$ cat src/rtl/mem_ctrl_pkg.sv
// Shared types and constants for the MIPS32 memory access controller.
// Holds the controller state enum, the access size codes, the default RAM
// geometry and the latched request payload.
package mem_ctrl_pkg;

    localparam int unsigned MEM_ADDR_W = 9;
    localparam int unsigned MEM_WORDS  = 2**MEM_ADDR_W;
    localparam int unsigned DATA_W     = 32;

    typedef enum logic [1:0] {
        IDLE = 2'd0,
        RD   = 2'd1,
        WR   = 2'd2,
        DONE = 2'd3
    } state_e;

    typedef logic [1:0] size_t;

    localparam size_t SZ_BYTE = 2'd0;
    localparam size_t SZ_HALF = 2'd1;
    localparam size_t SZ_WORD = 2'd2;

    // Request fields captured when a request is accepted in IDLE.
    typedef struct packed {
        logic              wr;
        size_t             size;
        logic              uns;
        logic [31:0]       addr;
        logic [DATA_W-1:0] wdata;
    } req_t;

endpackage

$ cat src/rtl/mem_ctrl_if.sv
// CPU request/response handshake plus the RAM port of the memory controller.
// Modports:
//   slave  - the controller: takes CPU requests, drives the RAM port.
//   master - the CPU + RAM side: issues requests, returns RAM read data.
// Signals: req, wr, size, uns, byte_addr, wdata, ready, done, err, rdata,
//          ram_nce, ram_re, ram_we, ram_addr, ram_din, ram_dout.
interface mem_ctrl_if #(
    parameter int unsigned ADDR_W = 9
);
    logic              req;
    logic              wr;
    logic [1:0]        size;
    logic              uns;
    logic [31:0]       byte_addr;
    logic [31:0]       wdata;
    logic              ready;
    logic              done;
    logic              err;
    logic [31:0]       rdata;
    logic              ram_nce;
    logic              ram_re;
    logic              ram_we;
    logic [ADDR_W-1:0] ram_addr;
    logic [31:0]       ram_din;
    logic [31:0]       ram_dout;

    modport slave (
        input  req, wr, size, uns, byte_addr, wdata, ram_dout,
        output ready, done, err, rdata, ram_nce, ram_re, ram_we, ram_addr, ram_din
    );

    modport master (
        output req, wr, size, uns, byte_addr, wdata, ram_dout,
        input  ready, done, err, rdata, ram_nce, ram_re, ram_we, ram_addr, ram_din
    );

endinterface

$ cat src/rtl/mem_lane_merge.sv
// Combinational little-endian lane handling for sub-word accesses.
// Ports:
//   i_buf     - word read from RAM that a partial store modifies
//   i_wdata   - right-justified store data
//   i_word    - word a load extracts from
//   i_size    - access size code
//   i_addr_lo - byte address bits [1:0]
//   i_uns     - zero-extend loads when 1
//   o_merged  - word to write back (i_wdata unchanged for word stores)
//   o_rdata   - extended load result
module mem_lane_merge
    import mem_ctrl_pkg::*;
(
    input  logic [31:0] i_buf,
    input  logic [31:0] i_wdata,
    input  logic [31:0] i_word,
    input  size_t       i_size,
    input  logic [1:0]  i_addr_lo,
    input  logic        i_uns,
    output logic [31:0] o_merged,
    output logic [31:0] o_rdata
);

    logic [4:0]  w_shift;
    logic [7:0]  w_byte;
    logic [15:0] w_half;

    // Halfword lanes use addr[1] only, so an unaligned halfword folds onto its lane.
    assign w_shift = {i_addr_lo, 3'b000};
    assign w_byte  = 8'(i_word >> w_shift);
    assign w_half  = i_addr_lo[1] ? i_word[31:16] : i_word[15:0];

    // Store merge: replace the addressed lane of the buffered word.
    always_comb begin
        o_merged = i_wdata;
        case (i_size)
            SZ_BYTE: begin
                o_merged               = i_buf;
                o_merged[w_shift +: 8] = i_wdata[7:0];
            end
            SZ_HALF: begin
                o_merged = i_buf;
                if (i_addr_lo[1]) begin
                    o_merged[31:16] = i_wdata[15:0];
                end else begin
                    o_merged[15:0] = i_wdata[15:0];
                end
            end
            default: ;
        endcase
    end

    // Load extract: sign- or zero-extend the addressed lane.
    always_comb begin
        o_rdata = i_word;
        case (i_size)
            SZ_BYTE: o_rdata = {{24{~i_uns & w_byte[7]}}, w_byte};
            SZ_HALF: o_rdata = {{16{~i_uns & w_half[15]}}, w_half};
            default: ;
        endcase
    end

endmodule

$ cat src/rtl/mem_ctrl.sv
// Memory access controller: turns byte-addressed CPU loads/stores into
// cycles on a 2**ADDR_W x 32 word RAM, one request at a time. Partial
// stores are done as read-modify-write.
// Ports:
//   clk  - system clock, rising edge
//   nrst - asynchronous active-low reset
//   bus  - mem_ctrl_if.slave: CPU handshake (req/wr/size/uns/byte_addr/
//          wdata -> ready/done/err/rdata) and RAM port (ram_nce/ram_re/
//          ram_we/ram_addr/ram_din, ram_dout)
// Build option: MEM_CTRL_ALIGN_CHECK_EN makes misaligned halfword/word
// accesses complete with err=1 and no RAM cycle; otherwise low address bits
// are masked and err stays 0.
module mem_ctrl
    import mem_ctrl_pkg::*;
#(
    parameter int unsigned ADDR_W = MEM_ADDR_W
) (
    input  logic        clk,
    input  logic        nrst,
    mem_ctrl_if.slave   bus
);

    state_e      r_state, w_state_nx;
    req_t        r_req, w_req_nx;
    logic [31:0] r_buf, w_buf_nx;
    logic [31:0] r_rdata, w_rdata_nx;
    logic        r_ready, w_ready_nx;
    logic        r_done, w_done_nx;
    logic        r_err, w_err_nx;
    logic        w_misalign;
    logic [31:0] w_merged;
    logic [31:0] w_extract;
    logic        w_unused_addr;

    // Byte address bits above the RAM word range are ignored (addresses wrap).
    assign w_unused_addr = ^r_req.addr[31:ADDR_W+2];

`ifdef MEM_CTRL_ALIGN_CHECK_EN
    assign w_misalign = ((bus.size == SZ_HALF) && bus.byte_addr[0])
                     || (bus.size[1] && (bus.byte_addr[1:0] != 2'b00));
`else
    assign w_misalign = 1'b0;
`endif

    // Lane merge for stores (from the buffered word), extract for loads (live RAM data).
    mem_lane_merge u_lane (
        .i_buf     (r_buf),
        .i_wdata   (r_req.wdata),
        .i_word    (bus.ram_dout),
        .i_size    (r_req.size),
        .i_addr_lo (r_req.addr[1:0]),
        .i_uns     (r_req.uns),
        .o_merged  (w_merged),
        .o_rdata   (w_extract)
    );

    // State and registered outputs.
    always_ff @(posedge clk or negedge nrst) begin
        if (!nrst) begin
            r_state <= IDLE;
            r_req   <= '0;
            r_buf   <= '0;
            r_rdata <= '0;
            r_ready <= 1'b1;
            r_done  <= 1'b0;
            r_err   <= 1'b0;
        end else begin
            r_state <= w_state_nx;
            r_req   <= w_req_nx;
            r_buf   <= w_buf_nx;
            r_rdata <= w_rdata_nx;
            r_ready <= w_ready_nx;
            r_done  <= w_done_nx;
            r_err   <= w_err_nx;
        end
    end

    // Next state and next register values.
    always_comb begin
        w_state_nx = r_state;
        w_req_nx   = r_req;
        w_buf_nx   = r_buf;
        w_rdata_nx = r_rdata;
        w_err_nx   = 1'b0;
        case (r_state)
            IDLE: begin
                if (bus.req) begin
                    w_req_nx = '{wr: bus.wr, size: bus.size, uns: bus.uns,
                                 addr: bus.byte_addr, wdata: bus.wdata};
                    if (w_misalign) begin
                        w_state_nx = DONE;
                        w_err_nx   = 1'b1;
                    end else if (!bus.wr || !bus.size[1]) begin
                        w_state_nx = RD;
                    end else begin
                        w_state_nx = WR;
                    end
                end
            end
            RD: begin
                w_buf_nx = bus.ram_dout;
                if (r_req.wr) begin
                    w_state_nx = WR;
                end else begin
                    w_state_nx = DONE;
                    w_rdata_nx = w_extract;
                end
            end
            WR:      w_state_nx = DONE;
            DONE:    w_state_nx = IDLE;
            default: w_state_nx = IDLE;
        endcase
        w_ready_nx = (w_state_nx == IDLE);
        w_done_nx  = (w_state_nx == DONE);
    end

    // RAM strobes decode from the state register only, so they cannot glitch.
    always_comb begin
        bus.ram_nce = 1'b1;
        bus.ram_re  = 1'b0;
        bus.ram_we  = 1'b0;
        bus.ram_din = '0;
        case (r_state)
            RD: begin
                bus.ram_nce = 1'b0;
                bus.ram_re  = 1'b1;
            end
            WR: begin
                bus.ram_nce = 1'b0;
                bus.ram_we  = 1'b1;
                bus.ram_din = w_merged;
            end
            default: ;
        endcase
    end

    assign bus.ram_addr = r_req.addr[ADDR_W+1:2];
    assign bus.ready    = r_ready;
    assign bus.done     = r_done;
    assign bus.err      = r_err;
    assign bus.rdata    = r_rdata;

endmodule

$ cat src/flat_wrapper.sv
// flat-port wrapper written by rule: the top's interface ports become plain ports
module mem_ctrl_flat import mem_ctrl_pkg::*;
#(
    parameter int unsigned ADDR_W = MEM_ADDR_W
)
  (clk, nrst, bus_req, bus_wr, bus_size, bus_uns, bus_byte_addr, bus_wdata, bus_ram_dout, bus_ready, bus_done, bus_err, bus_rdata, bus_ram_nce, bus_ram_re, bus_ram_we, bus_ram_addr, bus_ram_din);
  mem_ctrl_if #(.ADDR_W(ADDR_W)) bus_i ();
  input  logic clk;
  input  logic nrst;
  input wire logic [$bits(bus_i.req)-1:0] bus_req;
  input wire logic [$bits(bus_i.wr)-1:0] bus_wr;
  input wire logic [$bits(bus_i.size)-1:0] bus_size;
  input wire logic [$bits(bus_i.uns)-1:0] bus_uns;
  input wire logic [$bits(bus_i.byte_addr)-1:0] bus_byte_addr;
  input wire logic [$bits(bus_i.wdata)-1:0] bus_wdata;
  input wire logic [$bits(bus_i.ram_dout)-1:0] bus_ram_dout;
  output wire logic [$bits(bus_i.ready)-1:0] bus_ready;
  output wire logic [$bits(bus_i.done)-1:0] bus_done;
  output wire logic [$bits(bus_i.err)-1:0] bus_err;
  output wire logic [$bits(bus_i.rdata)-1:0] bus_rdata;
  output wire logic [$bits(bus_i.ram_nce)-1:0] bus_ram_nce;
  output wire logic [$bits(bus_i.ram_re)-1:0] bus_ram_re;
  output wire logic [$bits(bus_i.ram_we)-1:0] bus_ram_we;
  output wire logic [$bits(bus_i.ram_addr)-1:0] bus_ram_addr;
  output wire logic [$bits(bus_i.ram_din)-1:0] bus_ram_din;
  assign bus_i.req = bus_req;
  assign bus_i.wr = bus_wr;
  assign bus_i.size = bus_size;
  assign bus_i.uns = bus_uns;
  assign bus_i.byte_addr = bus_byte_addr;
  assign bus_i.wdata = bus_wdata;
  assign bus_i.ram_dout = bus_ram_dout;
  assign bus_ready = bus_i.ready;
  assign bus_done = bus_i.done;
  assign bus_err = bus_i.err;
  assign bus_rdata = bus_i.rdata;
  assign bus_ram_nce = bus_i.ram_nce;
  assign bus_ram_re = bus_i.ram_re;
  assign bus_ram_we = bus_i.ram_we;
  assign bus_ram_addr = bus_i.ram_addr;
  assign bus_ram_din = bus_i.ram_din;
  mem_ctrl #(.ADDR_W(ADDR_W)) u_core (.clk(clk), .nrst(nrst), .bus(bus_i));
endmodule
$ cat config.mk
export PLATFORM = sky130hd
export DESIGN_NAME = mem_ctrl_flat
export DESIGN_NICKNAME = d
export VERILOG_FILES = /design/src/rtl/mem_ctrl_pkg.sv /design/src/rtl/mem_ctrl_if.sv /design/src/rtl/mem_lane_merge.sv /design/src/rtl/mem_ctrl.sv /design/src/flat_wrapper.sv
export SDC_FILE = /design/constraint.sdc
export NUM_CORES = 1
export LEC_CHECK = 0
export CAP_MARGIN = 0
export CORE_MARGIN = 2
export CORE_UTILIZATION = 45
export CTS_CLUSTER_SIZE = 12
export DETAILED_ROUTE_END_ITERATION = 12
export GPL_TIMING_DRIVEN = 1
export PLACE_DENSITY = 0.76
export SKIP_LAST_GASP = 1
export SLEW_MARGIN = 20
export SYNTH_ARGS = -nofsm -noshare
export SYNTH_HDL_FRONTEND = slang
export SYNTH_HIERARCHICAL = 1
export SYNTH_SLANG_ARGS = --single-unit
$ cat constraint.sdc
create_clock -name clk -period 2.8 [get_ports clk]
set_input_delay 0.42 -clock clk [delete_from_list [all_inputs] [get_ports clk]]
set_output_delay 0.42 -clock clk [all_outputs]
set_load 0.05 [all_outputs]
# [Word-level counts from Yosys, hierarchy flattened]
# Cells that the tools add are included.
[totals] regBits=115 in_bits=103 output_inout_bits=79 word_cells=46
[classes] addsub=1 eq_ne=5 shift=3 mux=14 n_bitwise=4 reduce_logical=9
[ops] operator="$pmux 32 s2" count=2
[ops] operator="$mux 16" count=3
[ops] operator="$bwmux 32" count=1
[ops] operator="$mux 32" count=1
[ops] operator="$shift 8x7->32 const A" count=1
[ops] operator="$shiftx 8x7->32" count=1
[ops] operator="$shr 32x5->8" count=1
[ops] operator="$pmux 2 s4" count=1
[ops] operator="$neg 5->7" count=1
[ops] operator="$eq 2x2->1 const B" count=3
[ops] operator="$logic_not 2->1" count=3
[ops] operator="$eq 2x1->1 const B" count=2
[ops] operator="$mux 1" count=4
[ops] operator="$mux 2" count=2
[ops] operator="$reduce_and 2->1" count=2
[ops] operator="$and 1x1->1" count=2
[ops] operator="$logic_not 1->1" count=2
[ops] operator="$not 1->1" count=2
[ops] operator="$reduce_or 2->1" count=1
[ops] operator="$logic_or 1x1->1" count=1

# [Depth between registers and ports, before layout]
# Gate-level depths: netlist of the first run.
[depth] word_depth=6 depth_mapped=8 depth_no_buf=6

# [Modules after synthesis]
# Netlist of the first run, hierarchy kept.
[modules_own_cells] mod="mem_ctrl" n_inst=1 cells_each=306 area_per_inst_um2=4685.7
[modules_own_cells] mod="mem_lane_merge" n_inst=1 cells_each=256 area_per_inst_um2=1825.5

# [Worst setup path before layout of the first run]
# Ideal clock, no wire load.
[synth_timing] kind="register -> output" from="register u_core/r_req[33] in the netlist's numbering" to="output port bus_ram_din[22]" t_arrival_ns=2.373 path_slack_ns=0.007 stages_incl_launch_ff=9 path_cell_list="dfrtp_1 buf_4 buf_4 inv_1 ha_1 nand4bb_1 o32a_1 o221ai_1 and2_1"
[synth_between] elab_chain_len=5 elab_cells_between_ends=7 cone_classes="add/sub (1); shift (2); mux (4)"
[synth_lines] element="start: declaration" line_no="mem_ctrl.sv:24" rtl="req_t r_req, w_req_nx;"
[synth_lines] element="start signal: assignment" line_no="mem_ctrl.sv:69" rtl="r_req <= w_req_nx;"
[synth_lines] element="$neg 5->7" line_no="mem_lane_merge.sv:39" rtl="o_merged[w_shift +: 8] = i_wdata[7:0];"
[synth_lines] element="$shiftx 8x7->32 or $shift 8x7->32 (tied branches)" line_no="mem_lane_merge.sv:39"
[synth_lines] element="$bwmux 32" line_no="mem_lane_merge.sv:39"
[synth_lines] element="$pmux 32 s2 *" line_no="mem_lane_merge.sv:36" rtl="case (i_size)"
[synth_lines] element="via u_core.w_merged[22]" line_no="mem_ctrl.sv:31" rtl="logic [31:0] w_merged;"
[synth_lines] element="$mux 32 *" line_no="mem_ctrl.sv:123" rtl="case (r_state)"
[synth_lines] element="end: declaration" line_no="flat_wrapper.sv:25" rtl="output wire logic [$bits(bus_i.ram_din)-1:0] bus_ram_din;"
# The timed path passes the listed nets; every way through them passes the cells marked *.

# [Worst setup path after layout of the first run]
# Same ends and word-level chain as after synthesis.

==> results.cfg, run 1 <==
[placement]
gp_congestion = 0.919
dp_hpwl_um = 13700
io_buffers = 159
pre_cts_slack_ps = 289
place_inst = 868
dpl_cell_area_sq_um = 8370

[layout]
n_antenna_cell = 0
nets = 827
layout-drive-gt1-share = 0.307
stdcell_area_sq_um = 9050
layout_commonest_cell = clkdlybuf4s50_1
mostFrequentLayoutCells = 125 x clkdlybuf4s50_1, 115 x mux2_2, 113 x dfrtp_1, 32 x and2_1, 29 x a21oi_1
final_cells = 907
areaGrowthSynthToFinish_pct = 39.0

[die]
rows = 43
pin_count = 182
start_util = 0.465
die_y_um = 124
core-area_sq_um = 14000
floorplan.die.width_um = 124
die_area_sq_um = 15400

[timing]
setup_viol = 6
fmax_ghz = 0.352
hold_viol = 0
hold_ws_ps = 490
min_period_over_period = 1.01
rsz0062_at_grt = true
worst_pin_slew_ps = 928
fin_ws_ps = -39.2
max-slew-margin-rel = 0.379
slew_viol_final = 0
layout_min_cycle_time_ps = 2840
clock_skew_ps = 11.4

[power]
p_leak_nw = 3.90
peakVddDrop_mv = 0.944
p_per_area_nw_per_um2 = 1480

[critical_path]
crit_chain = buf_12, ha_1, nand4bb_1, o32a_1, o221ai_1, and2_4, buf_12
required_ps = 2380
slowest_delay_ps = 400
cp-end-kind = primary output
critPathLaunchType = flip-flop
critPathKind = reg2out
cp_slowest_cell = dfrtp_1
crit_fanout = 20
crit_arrival_ps = 2420
path_common_cell = buf_12

[route]
ant_nets = 0
drcViolationCount = 0
vias_per_cell = 5.77
drt_iter0_markers = 425
routed_wirelength_um = 19100
routedWlPerCell_um = 21.0
vias = 5237
drt-pass1-iter-count = 5

[flow_run]
drv_cap = 0

[global_route]
grt_max_degree = 57
grt_pass1_vias = 5408
antenna_found_initial = 0
grt_pass1_wl_um = 29700
grt.total_usage = 0.247
gr-total-overflow = 0

[clocking]
clock_path_buffers = 2
root_buffer = clkbuf_16
cts_tree = built
cts_sinks = 115
path_clk_slew_ps = 60
clock_latency_ps = 420
ctsHtreeMaxLevel = 4
cts_made_buffers = 17

[outcome]
violations = negative setup slack
outcome = complete, but fails checks

[yosys]
seq_area_frac_synth = 0.442
ys.warnings.count = 6
synth_area_per_cell_sq_um = 11.6
yosys_most_used_dff = dfrtp_1
synthArstFlopShare = 1.00
synth_top_cell_by_area = dfrtp_1
syn_area_sq_um = 6510
syn_inst = 562
netlist_top_cells_area = dfrtp_1 44%, mux2_2 20%, mux2i_1 3.7%, and2_1 3.2%, a21oi_1 2.2%
synth_top_area_frac = 0.438
synth_edf_count = 0
synth_cell_types = 56
ys_seq_elements = 115
syn_nets = 675

[hold_path]
holdCritPathClass = in2async
[per-stage QoR]
stage                     setup TNS (ps)   util  power (W)
after floorplan                        0      -    0.00868
after global placement                 0  0.598     0.0109
after detailed placement               0  0.598     0.0111
after CTS                              0  0.641     0.0133
after global routing                -682  0.647     0.0141
final                               -113  0.647     0.0134
[final timing paths]
path,startpoint,to,slack (ps),cells after the start
worst min-delay path,nrst,u_core/r_req[16]$_DFFE_PN0P_,490,2
max in group asynchronous,nrst,u_core/r_req[7]$_DFFE_PN0P_,1530,3
min in group clk,u_core/r_buf[7]$_DFFE_PN0P_,u_core/r_buf[7]$_DFFE_PN0P_,510,1
worst min register to register,u_core/r_buf[7]$_DFFE_PN0P_,u_core/r_buf[7]$_DFFE_PN0P_,510,1
worst max-delay path,u_core/r_req[33]$_DFFE_PN0P_,bus_ram_din[22],-40,7
worst max register to register,u_core/r_req[66]$_DFFE_PN0P_,u_core/bus.rdata[18]$_DFFE_PN0P_,350,6
[layer usage]
metal / share of wire / GRT usage / up-vias / routed length, um
met5: 0 / 0 / - / 0
met1: 0.41 / 0.319 / 2582 / 7900
met3: 0.071 / 0.0623 / 48 / 1360
met2: 0.48 / 0.392 / 262 / 9190
li1: - / - / 2345 / -
met4: 0.033 / 0.113 / 0 / 636
[cell type report]
| cell class | instances | area (sq um) |
|---|---|---|
| inverter | 11 | 41.3 |
| timing repair buffer | 182 | 2060 |
| multi-input combinational | 387 | 3310 |
| clock inverter | 6 | 55.1 |
| tap | 180 | 225 |
| clock buffer | 26 | 479 |
| sequential | 115 | 2880 |
| fill | 1053 | 4940 |
[logic make-up after synthesis]
logic type	Yosys count	synth area share
AO/OA/AOI/OAI	123	0.141
buffers and inverters	60	0.0578
AND/OR/NAND/NOR	114	0.103
adder cells (fa/ha/maj)	10	0.0192
other	1	0.000576
flip-flops	115	0.442
multiplexers	139	0.236
[cells in the mapped netlist (all sizes together), types with 10 or more instances]
| master | instances |
|---|---|
| a21oi | 30 |
| o21ai | 16 |
| mux2 | 115 |
| and2 | 33 |
| dfrtp | 114 |
| ha | 10 |
| nand2 | 21 |
| nor2b | 15 |
| mux2i | 24 |
| inv | 11 |
| buf | 44 |
| a22o | 15 |
| nor2 | 13 |
| a221o | 14 |
[state kept, by name, summed over array words and instances (netlist names)]
register             cells
u_core/r_req            38
u_core/bus.rdata        32
u_core/r_buf            32
u_core/bus.ram_addr      9
u_core/r_state           2
u_core/bus.done          1
u_core/bus.ready         1
[what timing repair did]
item | 4_1_cts | 5_1_grt
endpoints found under the hold margin | 29 | 0
pin swaps | 2 | 3
buffers inserted | 2 | 4
setup endpoints to repair | 26 | 32
resized for setup | 9 | 17
hold buffers | 1 | 0
[report_power, final]
| part | leakage (nW) | internal [W] | switching, W |
|---|---|---|---|
| clock network | 0.266 | 0.00126 | 0.000721 |
| logic | 2.25 | 0.00366 | 0.00452 |
| registers | 1.37 | 0.00252 | 0.000749 |
[worst max-delay path: cells and delay by family, from the launching register on]
kind                       cells  cell delay [ps]
AOI/OAI and AO/OA              2              570
adders and majority gates      1              240
buffers and inverters          2              340
DFF                            1              400
and+or+nand+nor                2              450
Power figures use the tool's default switching activity.
==> run 2: changes to the inputs <==
--- a/config.mk
+++ b/config.mk
@@ -8,10 +8,12 @@
 export CAP_MARGIN = 0
 export CORE_MARGIN = 2
 export CORE_UTILIZATION = 45
+export CTS_CLUSTER_DIAMETER = 100
 export CTS_CLUSTER_SIZE = 12
 export DETAILED_ROUTE_END_ITERATION = 12
 export GPL_TIMING_DRIVEN = 1
 export PLACE_DENSITY = 0.76
+export REMOVE_ABC_BUFFERS = 1
 export SKIP_LAST_GASP = 1
 export SLEW_MARGIN = 20
 export SYNTH_ARGS = -nofsm -noshare
==> run 2 against run 1 <==
Net effect:
- the flow now finishes without violations
- register-to-register slack improved by 170 ps
- power rose by 1.7%
- global-route usage down 0.93 points
- utilization rose by 0.61 points
- largest power group unchanged
- first-iteration DRC count rose by 14%
- worst setup slack improved by 84 ps
- largest cell class unchanged
- non-clock buffer count decreased by 2
- clock skew down 5.0 ps
==> results.cfg, run 2 (synthesis gave the netlist of run 1 again) <==
[outcome]
outcome = finished clean

[layout]
layout-drive-gt1-share = 0.305
stdcell_area_sq_um = 9130
largest_register = u_core/r_req
fill_cells = 1073
layout_commonest_cell = clkdlybuf4s50_1
mostFrequentLayoutCells = 125 x clkdlybuf4s50_1, 115 x mux2_2, 112 x dfrtp_1, 33 x and2_1
final_util = 0.653
largest_reg_flops = 38
nets = 825
areaGrowthSynthToFinish_pct = 40.3
n_antenna_cell = 0

[clocking]
clock_path_buffers = 2
path_clk_slew_ps = 50
root_buffer = clkbuf_16
cts_made_buffers = 17
cts_tree = built
cts_sinks = 115
clock_latency_ps = 420
ctsHtreeMaxLevel = 4

[timing]
rsz0062_at_grt = true
fmax_ghz = 0.363
setup_viol = 0
clock_skew_ps = 6.40
min_period_over_period = 0.984
worst_pin_slew_ps = 664
max-slew-margin-rel = 0.557
slew_viol_final = 0
layout_min_cycle_time_ps = 2760
hold_viol = 0

[route]
drcViolationCount = 0
routedWlPerCell_um = 20.4
drt_iter0_markers = 484
vias_per_cell = 5.74
routed_wirelength_um = 18400
ant_nets = 0
vias = 5193
drt-pass1-iter-count = 6

[critical_path]
rrSetupSlack_ps = 520
crit_arrival_ps = 2340
required_ps = 2380
rr_worst_depth = 5
cp_num_buf_inv = 2
critPathKind = reg2out
critPathLaunchType = flip-flop
startpoint = u_core/r_req[33]$_DFFE_PN0P_
crit_family = compound AO/OA/AOI/OAI gates
r2r-start = u_core/r_req[32]$_DFFE_PN0P_
cp.depth = 7
cp_slowest_cell = a311o_2
critical_path.endpoint = bus_ram_din[6]
cp-end-kind = primary output
crit_chain = inv_4, ha_2, and3b_1, a311o_2, a22o_1, and2_1, buf_6
crit_fanout = 8
slowest_delay_ps = 470
r2r-end = u_core/bus.rdata[10]$_DFFE_PN0P_

[die]
core-area_sq_um = 14000
floorplan.die.width_um = 124
rows = 43
pin_count = 182
die_area_sq_um = 15400
start_util = 0.465
die_y_um = 124

[global_route]
antenna_found_initial = 0
gr-total-overflow = 0
grt.total_usage = 0.238
grt_pass1_wl_um = 29200
grt_pass1_vias = 5352
grt_max_degree = 57

[placement]
gp_congestion = 0.874
dpl_cell_area_sq_um = 8380
io_buffers = 159
dp_hpwl_um = 13100

[power]
peakVddDrop_mv = 0.863
p_leak_nw = 3.92
p_per_area_nw_per_um2 = 1500

[hold_path]
holdCritPathClass = in2async

[flow_run]
drv_cap = 0
run 2: layout make-up:
type / instances / area [sq um] / area share
repair buffers: 180 / 2050 / 0.225
clock buffers: 29 / 541 / 0.0592
well taps: 180 / 225 / 0.0247
flip-flops and latches: 115 / 2880 / 0.316
clock inverters: 3 / 67.6 / 0.00740
inverters: 11 / 43.8 / 0.00480
multi-input cells: 387 / 3320 / 0.364
run 2: worst min path at each step:
stage / from / end / cells after the start
floorplan: nrst / u_core/bus.done$_DFF_PN0_ / 0
global placement: nrst / u_core/r_req[24]$_DFFE_PN0P_ / 1
detailed placement: nrst / u_core/r_req[24]$_DFFE_PN0P_ / 1
CTS: nrst / u_core/r_req[29]$_DFFE_PN0P_ / 2
global route: u_core/bus.rdata[20]$_DFFE_PN0P_ / u_core/bus.rdata[20]$_DFFE_PN0P_ / 1
finish: nrst / u_core/r_req[10]$_DFFE_PN0P_ / 2
run 2: metal layers:
metal,GRT usage,up-vias,wire [um]
met4,0.0727,0,312
met2,0.378,213,8840
met3,0.0726,28,1330
met5,0,-,0
li1,-,2343,-
met1,0.313,2609,7960
run 2: power by group:
| group | switching, W | internal [W] |
|---|---|---|
| clock network | 0.000727 | 0.00148 |
| registers | 0.000646 | 0.00252 |
| logic | 0.00463 | 0.00366 |
run 2: per-stage QoR:
step,power (W),worst slack [ps],setup TNS [ps],cells,hold WS [ps]
after floorplan,0.00833,-550,-19510,513,124
after CTS,0.0135,12.2,0,904,500
after global placement,0.0110,321,0,870,394
final,0.0137,45.0,0,905,492
after global routing,0.0143,-30.9,-141,905,516
after detailed placement,0.0112,272,0,870,390
run 2: what timing repair did:
item / CTS / global route
endpoints found under the hold margin: 30 / 0
resized for setup: 10 / 14
pin swaps: 2 / 3
hold buffers: 1 / 0
endpoints found under the setup margin: 30 / 31
gates cloned: 0 / 0
buffers inserted: 1 / 1
